File: src/rtl/mipi_csi_rx_lane_aligner.sv
// CSI-2 RX lane deskew: measures per-lane valid skew at packet start
// and re-times every active lane through a tapped delay line.
module mipi_csi_rx_lane_aligner #(
  parameter int ALIGN_DEPTH = 4
) (
  input  logic            clk_i,
  input  logic            reset_n_i,
  input  logic [2:0]      active_lanes_i,
  input  logic [3:0]      data_valid_i,
  input  logic [3:0][7:0] data_i,
  output logic [3:0]      data_valid_o,
  output logic [3:0][7:0] data_o,
  output logic            err_skew_o
);

  localparam int CW = $clog2(ALIGN_DEPTH) + 1;

  localparam logic [1:0] S_IDLE    = 2'd0;
  localparam logic [1:0] S_WAIT    = 2'd1;
  localparam logic [1:0] S_ALIGNED = 2'd2;
  localparam logic [1:0] S_DRAIN   = 2'd3;

  localparam logic [CW-1:0] C_MAX = CW'(ALIGN_DEPTH);
  localparam logic [CW-1:0] C_ERR = CW'(ALIGN_DEPTH - 1);

  logic [1:0]                       r_state;
  logic [1:0]                       w_state_nxt;
  logic [3:0]                       r_mask;
  logic [3:0][ALIGN_DEPTH-1:0][8:0] r_dl;
  logic [3:0][CW-1:0]               r_cnt;
  logic [3:0][CW-1:0]               r_tap;
  logic                             r_err;

  logic [3:0]      w_cfg_mask;
  logic [3:0]      w_mask;
  logic [3:0]      w_act;
  logic            w_any;
  logic            w_all;
  logic            w_hit;
  logic            w_over;
  logic [3:0][8:0] w_tap;
  logic [3:0]      w_tv;
  logic            w_tv_any;
  logic            w_err;
  logic            w_latch;
  logic            w_zero_tap;
  logic            w_clr;
  logic            w_cnt_en;

  always_comb begin
    case (active_lanes_i)
      3'd1:    w_cfg_mask = 4'b1000;
      3'd2:    w_cfg_mask = 4'b1100;
      3'd4:    w_cfg_mask = 4'b1111;
      default: w_cfg_mask = 4'b0000;
    endcase
  end

  // IDLE decides on the live configuration; later states use the latched one
  assign w_mask = (r_state == S_IDLE) ? w_cfg_mask : r_mask;
  assign w_act  = data_valid_i & w_mask;
  assign w_any  = |w_act;
  assign w_all  = w_any && (w_act == w_mask);

  always_comb begin
    w_hit = 1'b0;
    for (int k = 0; k < 4; k++) begin
      if (w_act[k] && (r_cnt[k] >= C_ERR)) w_hit = 1'b1;
    end
  end

  assign w_over = w_hit && (w_act != w_mask);

  always_comb begin
    w_tap = '0;
    for (int k = 0; k < 4; k++) begin
      for (int j = 0; j < ALIGN_DEPTH; j++) begin
        if (r_tap[k] == CW'(j)) w_tap[k] = r_dl[k][j];
      end
    end
  end

  always_comb begin
    for (int k = 0; k < 4; k++) w_tv[k] = w_tap[k][8];
  end

  assign w_tv_any = |(w_tv & r_mask);

  always_comb begin
    w_state_nxt = r_state;
    w_err       = 1'b0;
    w_latch     = 1'b0;
    w_zero_tap  = 1'b0;
    w_clr       = 1'b0;
    unique case (r_state)
      S_IDLE: begin
        if (w_all) begin
          w_state_nxt = S_ALIGNED;
          w_zero_tap  = 1'b1;
        end else if (w_any) begin
          w_state_nxt = S_WAIT;
        end
      end
      S_WAIT: begin
        if (w_all) begin
          w_state_nxt = S_ALIGNED;
          w_latch     = 1'b1;
        end else if (w_over) begin
          w_state_nxt = S_DRAIN;
          w_err       = 1'b1;
        end else if (!w_any) begin
          w_state_nxt = S_IDLE;
          w_clr       = 1'b1;
        end
      end
      S_ALIGNED: begin
        if (!w_tv_any) w_state_nxt = S_IDLE;
      end
      S_DRAIN: begin
        if (data_valid_i == 4'b0000) w_state_nxt = S_IDLE;
      end
      default: w_state_nxt = S_IDLE;
    endcase
  end

  assign w_cnt_en = (r_state == S_IDLE) || (r_state == S_WAIT);

  always_ff @(posedge clk_i or negedge reset_n_i) begin
    if (!reset_n_i) begin
      r_state <= S_IDLE;
      r_mask  <= '0;
      r_dl    <= '0;
      r_cnt   <= '0;
      r_tap   <= '0;
      r_err   <= 1'b0;
    end else begin
      r_state <= w_state_nxt;
      r_err   <= w_err;
      if (r_state == S_IDLE) r_mask <= w_cfg_mask;
      for (int k = 0; k < 4; k++) begin
        r_dl[k][0] <= {data_valid_i[k], data_i[k]};
        for (int j = 1; j < ALIGN_DEPTH; j++) begin
          r_dl[k][j] <= r_dl[k][j-1];
        end
        if (!data_valid_i[k] || w_clr) begin
          r_cnt[k] <= '0;
        end else if (w_cnt_en && (r_cnt[k] != C_MAX)) begin
          r_cnt[k] <= r_cnt[k] + 1'b1;
        end
      end
      if (w_zero_tap) begin
        r_tap <= '0;
      end else if (w_latch) begin
        r_tap <= r_cnt;
      end
    end
  end

  always_comb begin
    data_valid_o = '0;
    data_o       = '0;
    for (int k = 0; k < 4; k++) begin
      if ((r_state == S_ALIGNED) && r_mask[k]) begin
        data_valid_o[k] = w_tap[k][8];
        data_o[k]       = w_tap[k][7:0];
      end
    end
  end

  assign err_skew_o = r_err;

endmodule

File: config.mk
export PLATFORM = sky130hd
export DESIGN_NAME = mipi_csi_rx_lane_aligner
export DESIGN_NICKNAME = d
export VERILOG_FILES = /design/src/rtl/mipi_csi_rx_lane_aligner.sv
export SDC_FILE = /design/constraint.sdc
export NUM_CORES = 1
export LEC_CHECK = 0
export BUFFER_PORTS_ARGS = -buffer_cell sky130_fd_sc_hd__buf_2
export CORE_ASPECT_RATIO = 0.6
export CORE_MARGIN = 3
export CORE_UTILIZATION = 40
export DETAILED_ROUTE_END_ITERATION = 16
export PLACE_DENSITY = 0.64
export SLEW_MARGIN = 30
export SYNTH_ARGS = -nofsm -noshare
export SYNTH_HDL_FRONTEND = slang
export SYNTH_SLANG_ARGS = --single-unit
File: constraint.sdc
create_clock -name clk_i -period 4.4 [get_ports clk_i]
set_input_delay 1.1 -clock clk_i [delete_from_list [all_inputs] [get_ports clk_i]]
set_output_delay 1.1 -clock clk_i [all_outputs]
set_load 0.02 [all_outputs]
==> implementation parameters, run 1 <==
Parameter                              Value

Synthesis
  Post-synth EDFFs ... 0
  Share of async-settable or async-resettable flops after synthesis ... 100%
  Synthesis warning total ... 0
  Number of storage elements in the synthesis netlist ... between 150 and 200
  Netlist area before placement ... roughly 6400 sq um
  Portion of the post-synthesis area used by sequential elements ... ~70%
  Synthesized netlist cell count ... 400
  Net count of the mapped netlist ... around 450
  Syn avg cell area ... roughly 16 sq um
  Ys flop type ... dfrtp_1
  Library cells used by synthesis ... between 40 and 50

CTS
  Count of hold-fix buffers inserted at cts ... 0
  Number of gates given a new drive strength after cts ... 0
  Number of CTS-inserted buffers ... 17
  CTS tree ... yes
  Htree depth ... 4
  Clock tree sinks ... approximately 180
  CTS clock-pin slew for the worst setup and hold paths ... 0.07 ns
  Maximum buffer depth of the clock tree ... 2
  Clk_lat worst skew ... 0.41 ns
  Setup repair bufs after CTS ... 0
  Buffer type at the clock tree root ... clkbuf_16

Timing
  Fin crit period ... 3.54 ns
  Slew at the pin closest to its max-slew limit ... between 0.9 and 1 ns
  Final hold vios ... 0
  Share of the cycle needed by the critical path after routing ... approximately four fifths
  Unrepaired setup endpoints after global routing ... false
  Max transition margin ... between 30% and 40%
  Setup Total Neg Slack ... 0 ns
  Setup violators final ... 0
  Final Skew ... slightly below 0.009 ns
  Pins Over Slew Limit ... 0
  Achievable Freq ... 282 MHz

Power
  Clock power frac ... 34.0%
  Gate power share ... 20.5%
  Cell internal power dissipation ... about 0.0030 W
  Overall Power ... about 0.0043 W
  Power density normalized to cell area ... 570 nW/um^2
  Seq pwr share ... about 46%
  Maximum vdd drop ... 0.306 mV
  Switching power of the nets ... approximately 0.0013 W
  Leak pwr ... around 3.4 nW
  Switching share of total power ... roughly 30%

Final layout
  Most common cell after layout, fill and taps aside ... dfrtp_1
  Commonest non-fill, non-tap cells in the layout ... dfrtp_1 (175), buf_2 (76), mux4_2 (36)
  Number of antenna cells inserted ... 0
  Area of combinational cells with multiple inputs ... 1910 sq um
  Design Area, Final ... roughly 7600 sq um
  Proportion of layout cells with a drive suffix above 1 ... 31.0%
  Number of filler cells placed in the layout ... 1326
  Area added between synthesis and finish ... 18.5%
  Nets ... 539
  Finished Core Util ... roughly half
  FF/Latch Area ... around 4400 sq um

Critical path
  Data required time of the worst path ... 3.30 ns
  CP delay by family, top ... simple AND/OR/NAND/NOR gates
  R2R cell count ... 6
  Largest stage delay on the critical path ... 0.72 ns
  Crit Path Class ... reg2out
  Reg2Reg Launch Point ... r_state[1]
  Category of the worst setup path capture point ... output port
  Crit-path max FO ... 21
  WP depth ... 5
  Slowest cell on the critical path ... dfrtp_1
  R2R setup slack ... 1.62 ns
  Reg2Reg Capture Point ... r_tap[8]
  Endpoint arrival time on the critical path ... between 2 and 2.5 ns
  Sum of buffers and inverters on the critical path ... 2
  Worst path most repeated cell ... nor2b_1
  Crit path launch type ... flop
  Cells along the critical path ... nor2b_1, buf_4, nand3b_1, nor2b_1, buf_2

Die
  Effective utilization at floorplan ... 41.3%
  Count of boundary I/O pins ... 78
  Floorplan die width ... roughly 170 microns
  Number of cell rows ... 35
  Total core area ... 15500 sq um
  Die footprint ... about 18000 sq um
  Die Span Y ... approximately 100 microns

Placement
  Number of I/O port buffers ... 77
  Placed wire-length estimate after detailed placement ... roughly 8.1 mm
  Routability cong. ... 0.803
  Cell area after placement ... ~7000 sq um

Min path
  Startpoint of the lowest-slack hold path ... r_dl[86]
  Worst min path class ... reg2reg
  Worst hold stages ... 0
  WHS Endpoint ... r_dl[95]

Global route
  First-pass GRT wire length ... 20.6 mm
  Overall Global Routing Usage ... between 10% and 20%
  Number of antenna violations at the first check in global routing ... 0
  Maximum number of pins on one net before global-route repair ... 88
  Congestion Overflow GR ... 0
  Number of global-route vias before repair ... roughly 4000

Outcome
  Outcome ... finished clean

Route
  Detail Route Antenna Nets ... 0
  Drt first pass iters ... 5
  Routed WL ... roughly 12 mm
  Final routed wire length divided by cell count ... roughly 17 microns
  Drt initial violations ... a little over 200
  Remaining routing DRC violations ... 0
  Routed vias ... approximately 3600
  Vias per cell ... between 5 and 6

Run
  Count of maximum capacitance violations ... 0
[how the worst max path moves through the flow]
stage	from	to
3_3_place_gp	active_lanes_i[0]	r_tap[8]
6_report	r_state[1]	data_valid_o[2]
2_1_floorplan	active_lanes_i[0]	r_tap[0]
3_5_place_dp	active_lanes_i[0]	r_tap[5]
5_1_grt	r_state[1]	data_valid_o[2]
4_1_cts	r_state[1]	data_valid_o[2]
[sequential cells by signal, summed over array words and instances (netlist names)]
name,flops
r_tap,12
r_cnt,12
r_state,2
r_mask,4
err_skew_o,1
r_dl,144
[metal layers]
metal / up-vias / track usage [%] / routed length [microns]
met5: - / 0 / 0
met4: 0 / 4.61 / 88
met3: 8 / 3.95 / 493
met2: 81 / 22.0 / 5510
met1: 1857 / 21.7 / 6040
li1: 1609 / - / -
[metrics by stage]
step                      std cells  hold slack [ns]  worst slack [ns]
after floorplan                 400            0.349              1.65
after global placement          670            0.351              1.24
after detailed placement        670            0.357              1.15
after CTS                       700            0.368             0.821
after global routing            700            0.374             0.631
final                           700            0.367             0.860
[power by group through the flow]
stage	sequential, W	clock, W	combinational [W]
floorplan	0.00186	0	0.000763
global placement	0.00199	0	0.000867
detailed placement	0.00200	0	0.000897
CTS	0.00198	0.00151	0.000900
global route	0.00201	0.00159	0.000991
finish	0.00197	0.00147	0.000886
[synthesized netlist by cell type, types with 2 or more instances]
master	number	area, sq um
a211o_1	3	26.3
a211oi_1	2	15.0
a211oi_2	2	25.0
a21oi_1	10	50.1
a22o_1	12	105
a22oi_1	2	15.0
and3_1	22	138
buf_2	5	25.0
clkbuf_1	7	26.3
dfrtp_1	175	4380
ha_1	12	150
inv_1	14	52.6
mux4_2	36	811
nand2_1	15	56.3
nand2b_1	3	18.8
nand3b_1	2	15.0
nand4_1	2	12.5
nor2_1	17	63.8
nor2b_1	21	131
o21ai_0	11	55.1
or2_1	2	12.5
xnor2_1	6	52.6
[cells by family after synthesis]
logic type	count (synthesis)	synth area share, %
compound gates	53	6.21
simple gates	90	7.74
buf+inv	28	1.86
fa+ha+maj	12	2.34
mux	36	12.7
xor+xnor	6	0.820
flops	175	68.4
[area by class of cell]
class / count / area share [%]
Tap cell: 203 / 3.35
Multi-Input combinational cell: 197 / 25.1
Inverter: 14 / 0.692
Clock buffer: 19 / 5.83
Clock inverter: 11 / 1.76
Sequential cell: 175 / 57.7
Timing Repair Buffer: 81 / 5.55
Note: power is estimated with default switching activity, not from simulation.
==> inputs of run 2 (changes only) <==
Clock period 4.4 ns to 3.4 ns, I/O delays scaled along.
==> run 2 against run 1 <==
Against the previous run: hold slack better by 0.0033 ns; cell count is 0.43% higher; worst setup slack worse by 0.43 ns; critical path type unchanged; highest routed layer unchanged.
==> implementation parameters, run 2 (synthesized netlist as in run 1, its figures left out) <==
Parameter                              Value

CTS
  Number of gates given a new drive strength after cts ... 0
  Setup repair bufs after CTS ... 0
  CTS clock-pin slew for the worst setup and hold paths ... around 0.06 ns
  Maximum buffer depth of the clock tree ... 2
  Buffer type at the clock tree root ... clkbuf_16
  Htree depth ... 4
  Count of hold-fix buffers inserted at cts ... 0
  Clk_lat worst skew ... 0.41 ns
  Number of CTS-inserted buffers ... 17
  Clock tree sinks ... ~180
  CTS tree ... yes

Power
  Switching share of total power ... about 29%
  Clock power frac ... between 30% and 40%
  Leak pwr ... around 3.5 nW
  Maximum vdd drop ... 0.421 mV
  Overall Power ... approximately 0.0058 W
  Switching power of the nets ... between 0.0015 and 0.002 W
  Power density normalized to cell area ... about 750 nW/um^2
  Seq pwr share ... 43.9%
  Cell internal power dissipation ... between 0.004 and 0.005 W
  Gate power share ... between 20% and 30%

Timing
  Share of the cycle needed by the critical path after routing ... about 87%
  Final hold vios ... 0
  Fin crit period ... just under 3 ns
  Setup Total Neg Slack ... 0 ns
  Max transition margin ... 49.8%
  Slew at the pin closest to its max-slew limit ... approximately 0.75 ns
  Achievable Freq ... about 340 MHz
  Unrepaired setup endpoints after global routing ... false
  Setup violators final ... 0
  Pins Over Slew Limit ... 0
  Final Skew ... 0.0120 ns

Critical path
  Endpoint arrival time on the critical path ... roughly 2.1 ns
  Data required time of the worst path ... around 2.6 ns
  Category of the worst setup path capture point ... output port
  Reg2Reg Launch Point ... r_state[1]
  R2R setup slack ... roughly 0.95 ns
  Crit-path max FO ... 10
  Reg2Reg Capture Point ... r_tap[4]
  R2R cell count ... 7
  Crit Path Class ... reg2out
  Crit path launch type ... flop

Route
  Remaining routing DRC violations ... 0
  Routed WL ... ~12 mm
  Drt first pass iters ... 4
  Drt initial violations ... between 150 and 200
  Vias per cell ... between 5 and 6
  Detail Route Antenna Nets ... 0
  Routed vias ... 3572
  Final routed wire length divided by cell count ... about 17 microns

Min path
  Worst min path class ... reg2reg
  Worst hold stages ... 0
  WHS Endpoint ... r_dl[66]
  Startpoint of the lowest-slack hold path ... r_dl[57]

Die
  Total core area ... approximately 16000 sq um
  Effective utilization at floorplan ... between 40 and 50%
  Die Span Y ... around 100 microns
  Floorplan die width ... 169 microns
  Count of boundary I/O pins ... 78
  Die footprint ... ~18000 sq um
  Number of cell rows ... 35

Final layout
  Most common cell after layout, fill and taps aside ... dfrtp_1
  Reg with most FFs ... r_dl
  Proportion of layout cells with a drive suffix above 1 ... between 30% and 40%
  Number of filler cells placed in the layout ... roughly 1300
  Area added between synthesis and finish ... 19.8%
  Nets ... 540
  Biggest registers after layout ... r_dl: 144 flops, r_cnt: 12 flops, r_tap: 12 flops
  Number of antenna cells inserted ... 0
  Commonest non-fill, non-tap cells in the layout ... dfrtp_1 (175), buf_2 (76), mux4_2 (36)
  Number of flip-flops in the largest register ... 144

Global route
  Number of antenna violations at the first check in global routing ... 0
  Maximum number of pins on one net before global-route repair ... 84
  First-pass GRT wire length ... a little over 20 mm
  Number of global-route vias before repair ... 3945
  Congestion Overflow GR ... 0
  Overall Global Routing Usage ... ~15%

Placement
  Routability cong. ... roughly 0.90
  Placed wire-length estimate after detailed placement ... about 8 mm
  Number of I/O port buffers ... 77

Run
  Count of maximum capacitance violations ... 0

Outcome
  Outcome ... finished clean
## run 2: worst max-delay path by stage
stage / startpoint / endpoint / slack, ns
detailed placement: active_lanes_i[0] / r_tap[11] / 0.60
global placement: active_lanes_i[0] / r_tap[4] / 0.69
CTS: r_tap[3] / data_valid_o[1] / 0.37
finish: r_tap[3] / data_valid_o[1] / 0.43
floorplan: active_lanes_i[0] / r_tap[0] / 0.90
global route: r_state[0] / data_valid_o[2] / 0.26
## run 2: cell type report
cell class	instances	area [sq um]	area share, %
repair buffers	82	454	5.92
flip-flops and latches	175	4380	57.0
multi-input cells	197	1910	24.8
inverters	14	52.6	0.685
clock buffers	19	443	5.77
clock inverters	13	186	2.43
well taps	203	254	3.31
## run 2: power by group through the flow
| stage | clock network [W] | logic, W | registers, W |
|---|---|---|---|
| 2_1_floorplan | 0 | 0.000987 | 0.00241 |
| 3_3_place_gp | 0 | 0.00116 | 0.00256 |
| 3_5_place_dp | 0 | 0.00120 | 0.00258 |
| 4_1_cts | 0.00211 | 0.00120 | 0.00254 |
| 5_1_grt | 0.00219 | 0.00133 | 0.00257 |
| 6_report | 0.00205 | 0.00118 | 0.00253 |
## run 2: worst max-delay path, cell delays in order, from the launching register on
cell,delay [ns]
dfrtp_1,0.74
mux4_2,0.60
and3_1,0.22
buf_2,0.16
## run 2: stage by stage
step / hold WS, ns / util (%) / instance area (sq um) / worst slack (ns) / std cells
finish: 0.370 / 49.5 / 7680 / 0.425 / 703
global route: 0.372 / 49.5 / 7680 / 0.257 / 703
CTS: 0.371 / 49.5 / 7680 / 0.374 / 703
detailed placement: 0.356 / 45.5 / 7050 / 0.603 / 671
global placement: 0.351 / 45.5 / 7050 / 0.687 / 671
floorplan: 0.349 / - / 6400 / 0.898 / 400
## run 2: per-layer routing
metal / routed length, microns / vias to the layer above / track usage (%)
met4: 135 / 0 / 4.03
met1: 5660 / 1852 / 21.2
li1: - / 1617 / -
met2: 5560 / 90 / 22.4
met3: 612 / 13 / 3.95
met5: 0 / - / 0
==> inputs of run 3 (changes only) <==
Settings changed: ABC_AREA set to 1.
==> run 3 against run 2 <==
Against the previous run: largest power group unchanged; sequential cell count did not move; final area rose by 1.9%; synthesized cell count rose by 52%; total power rose by 9.3%; critical endpoint is now data_o[31].
==> implementation parameters, run 3 <==
Parameter                              Value

Route
  Vias per cell ... 5.20
  Top layer used by detailed routing ... met4
  Met1 layer wirelength in the final routing ... about 7.3 mm
  Final routed wire length divided by cell count ... 15.9 microns
  Detail Route Antenna Nets ... 0
  Drt initial violations ... 290
  Remaining routing DRC violations ... 0
  Drt first pass iters ... 5
  Length of routed met3 wiring ... a little over 700 microns
  Routed vias ... approximately 4800
  Routed WL ... roughly 15 mm
  Detail Route met2 WL ... 6.40 mm

Synthesis
  Most repeated cell in the gate-level netlist after synthesis ... dfrtp_1
  Portion of the post-synthesis area used by sequential elements ... between 60 and 70%
  Post-synth EDFFs ... 0
  Net count of the mapped netlist ... about 660
  Cells taking the most area after synthesis ... dfrtp_1 (67%), nand2_1 (7.3%), nor2_1 (4.1%), nand3_1 (3.6%), a311oi_1 (2.8%)
  Netlist area before placement ... ~6600 sq um
  Largest area contributor in the netlist ... dfrtp_1
  Number of storage elements in the synthesis netlist ... between 150 and 200
  Library cells used by synthesis ... 25
  Synthesized netlist cell count ... ~600
  Share of Yosys cell area claimed by the top area cell type ... approximately 67%
  Most frequent cells after synthesis ... dfrtp_1 (175), nand2_1 (128), nor2_1 (71)
  Syn avg cell area ... around 11 sq um
  Synthesis warning total ... 0
  Share of async-settable or async-resettable flops after synthesis ... 100%
  Ys flop type ... dfrtp_1

CTS
  CTS clock-pin slew for the worst setup and hold paths ... ~0.070 ns
  Htree depth ... 4
  Setup repair bufs after CTS ... 0
  Buffer type at the clock tree root ... clkbuf_16
  Maximum buffer depth of the clock tree ... 2
  Clock tree sinks ... 175
  CTS tree ... yes
  Number of CTS-inserted buffers ... 17
  Clk_lat worst skew ... 0.42 ns

Power
  Switching power of the nets ... approximately 0.0023 W
  Cell internal power dissipation ... 0.00395 W
  Leak pwr ... around 3.7 nW
  Maximum vdd drop ... 0.365 mV
  Power density normalized to cell area ... between 800 and 900 nW/um^2
  Seq pwr share ... around two fifths
  Overall Power ... approximately 0.0063 W
  Switching share of total power ... approximately 37%
  Gate power share ... 28.9%
  Clock power frac ... 31.1%

Global route
  Number of global-route vias before repair ... 4869
  Congestion Overflow GR ... 0
  Number of antenna violations at the first check in global routing ... 0
  Overall Global Routing Usage ... 17.1%
  First-pass GRT wire length ... 24.6 mm
  Maximum number of pins on one net before global-route repair ... 63

Timing
  Unrepaired setup endpoints after global routing ... false
  Setup Total Neg Slack ... 0 ns
  Final Skew ... 0.0101 ns
  Share of the cycle needed by the critical path after routing ... between 90% and 100%
  Fin crit period ... roughly 3.3 ns
  Post-route setup slack ... ~0.14 ns
  Achievable Freq ... 307 MHz
  Final hold vios ... 0
  Max transition margin ... between 50% and 60%
  Minimum hold slack ... between 0.3 and 0.4 ns
  Setup violators final ... 0
  Slew at the pin closest to its max-slew limit ... slightly above 0.7 ns
  Pins Over Slew Limit ... 0

Die
  Floorplan die width ... around 170 microns
  Die footprint ... 18000 sq um
  Count of boundary I/O pins ... 78
  Effective utilization at floorplan ... about two fifths
  Die Span Y ... between 100 and 150 microns
  Total core area ... between 15000 and 20000 sq um
  Number of cell rows ... 35

Critical path
  Reg2Reg Launch Point ... r_state[1]
  R2R setup slack ... between 1 and 1.5 ns
  Endpoint arrival time on the critical path ... approximately 2.4 ns
  Crit path launch type ... flop
  Crit Path Class ... reg2out
  Category of the worst setup path capture point ... output port
  R2R cell count ... 10
  Data required time of the worst path ... 2.55 ns
  Crit-path max FO ... 9
  Reg2Reg Capture Point ... r_state[1]

Outcome
  Outcome ... finished clean

Placement
  Routability cong. ... 0.862
  Placed wire-length estimate after detailed placement ... around 10 mm
  Minimum setup slack after placement ... 0.548 ns
  Number of I/O port buffers ... 77

Final layout
  FF/Latch Area ... between 4000 and 5000 sq um
  Area of combinational cells with multiple inputs ... approximately 2000 sq um
  Commonest non-fill, non-tap cells in the layout ... dfrtp_1 (173), nand2_1 (128), buf_2 (76)
  Finished Core Util ... about half
  Number of filler cells placed in the layout ... 1401
  Area added between synthesis and finish ... 19.4%
  Proportion of layout cells with a drive suffix above 1 ... 18.8%
  Number of flip-flops in the largest register ... 144
  Reg with most FFs ... r_dl
  Most common cell after layout, fill and taps aside ... dfrtp_1
  Biggest registers after layout ... r_dl: 144 flops, r_cnt: 12 flops, r_tap: 12 flops
  Nets ... about 750
  Number of antenna cells inserted ... 0

Min path
  Worst hold stages ... 0
  Startpoint of the lowest-slack hold path ... r_dl[25]
  Worst min path class ... reg2reg
  WHS Endpoint ... r_dl[34]

Run
  Count of maximum capacitance violations ... 0
[run 3: changes by cell type in the layout (fill, tap and decap cells not counted), sizes merged, moves of 22 or more]
cell   change
a31oi     +28
and3      -22
inv       +35
mux4      -36
nand2    +116
nand3     +46
nor2      +57
[run 3: worst max-delay path, stage by stage (launching register included)]
cell and delay (ns):
dfrtp_1 0.42, inv_2 0.11, nor2_1 0.43, nand2_1 0.38, a311oi_1 0.42, buf_2 0.23
[run 3: worst max path at each step]
stage | endpoint | startpoint | slack (ns)
after floorplan | data_o[24] | r_tap[11] | 0.79
after global placement | data_valid_o[0] | r_tap[1] | 0.61
after detailed placement | data_valid_o[0] | r_tap[1] | 0.55
after CTS | data_valid_o[0] | r_tap[1] | 0.09
after global routing | data_o[31] | r_state[1] | 0.02
final | data_o[31] | r_state[1] | 0.14
[run 3: cells by family after synthesis]
logic type      Yosys count  synth area share (%)
fa+ha+maj                12                  2.29
compound gates           85                  8.88
flops                   175                  66.8
simple gates            276                  18.1
xor+xnor                  4                 0.535
buf+inv                  57                  3.34
[run 3: power by group through the flow]
stage	combinational (W)	clock [W]	sequential [W]
floorplan	0.00130	0	0.00244
global placement	0.00176	0	0.00254
detailed placement	0.00180	0	0.00255
CTS	0.00181	0.00201	0.00251
global route	0.00205	0.00210	0.00255
finish	0.00182	0.00195	0.00252
[run 3: layer usage]
metal / global-route usage, % / vias up
met4: 5.05 / 0
met1: 25.9 / 2353
met5: 0 / -
met2: 24.9 / 128
li1: - / 2265
met3: 3.63 / 18
[run 3: layout make-up]
type                            count  share of cell area, %
Multi-Input combinational cell    377                   25.0
Timing Repair Buffer               84                   5.84
Inverter                           46                   2.21
Clock buffer                       19                   5.79
Tap cell                          203                   3.25
Sequential cell                   175                   56.0
Clock inverter                     13                   1.89
[run 3: stage by stage]
| stage | std cells | cell area (sq um) |
|---|---|---|
| 6_report | 917 | 7830 |
| 5_1_grt | 917 | 7830 |
| 4_1_cts | 917 | 7820 |
| 3_5_place_dp | 885 | 7220 |
| 3_3_place_gp | 885 | 7220 |
| 2_1_floorplan | 609 | 6550 |
[run 3: what timing repair did]
| item | 4_1_cts | 5_1_grt |
|---|---|---|
| hold buffers | 0 | 0 |
| endpoints found under the setup margin | 0 | 6 |
| resized for setup | 0 | 3 |
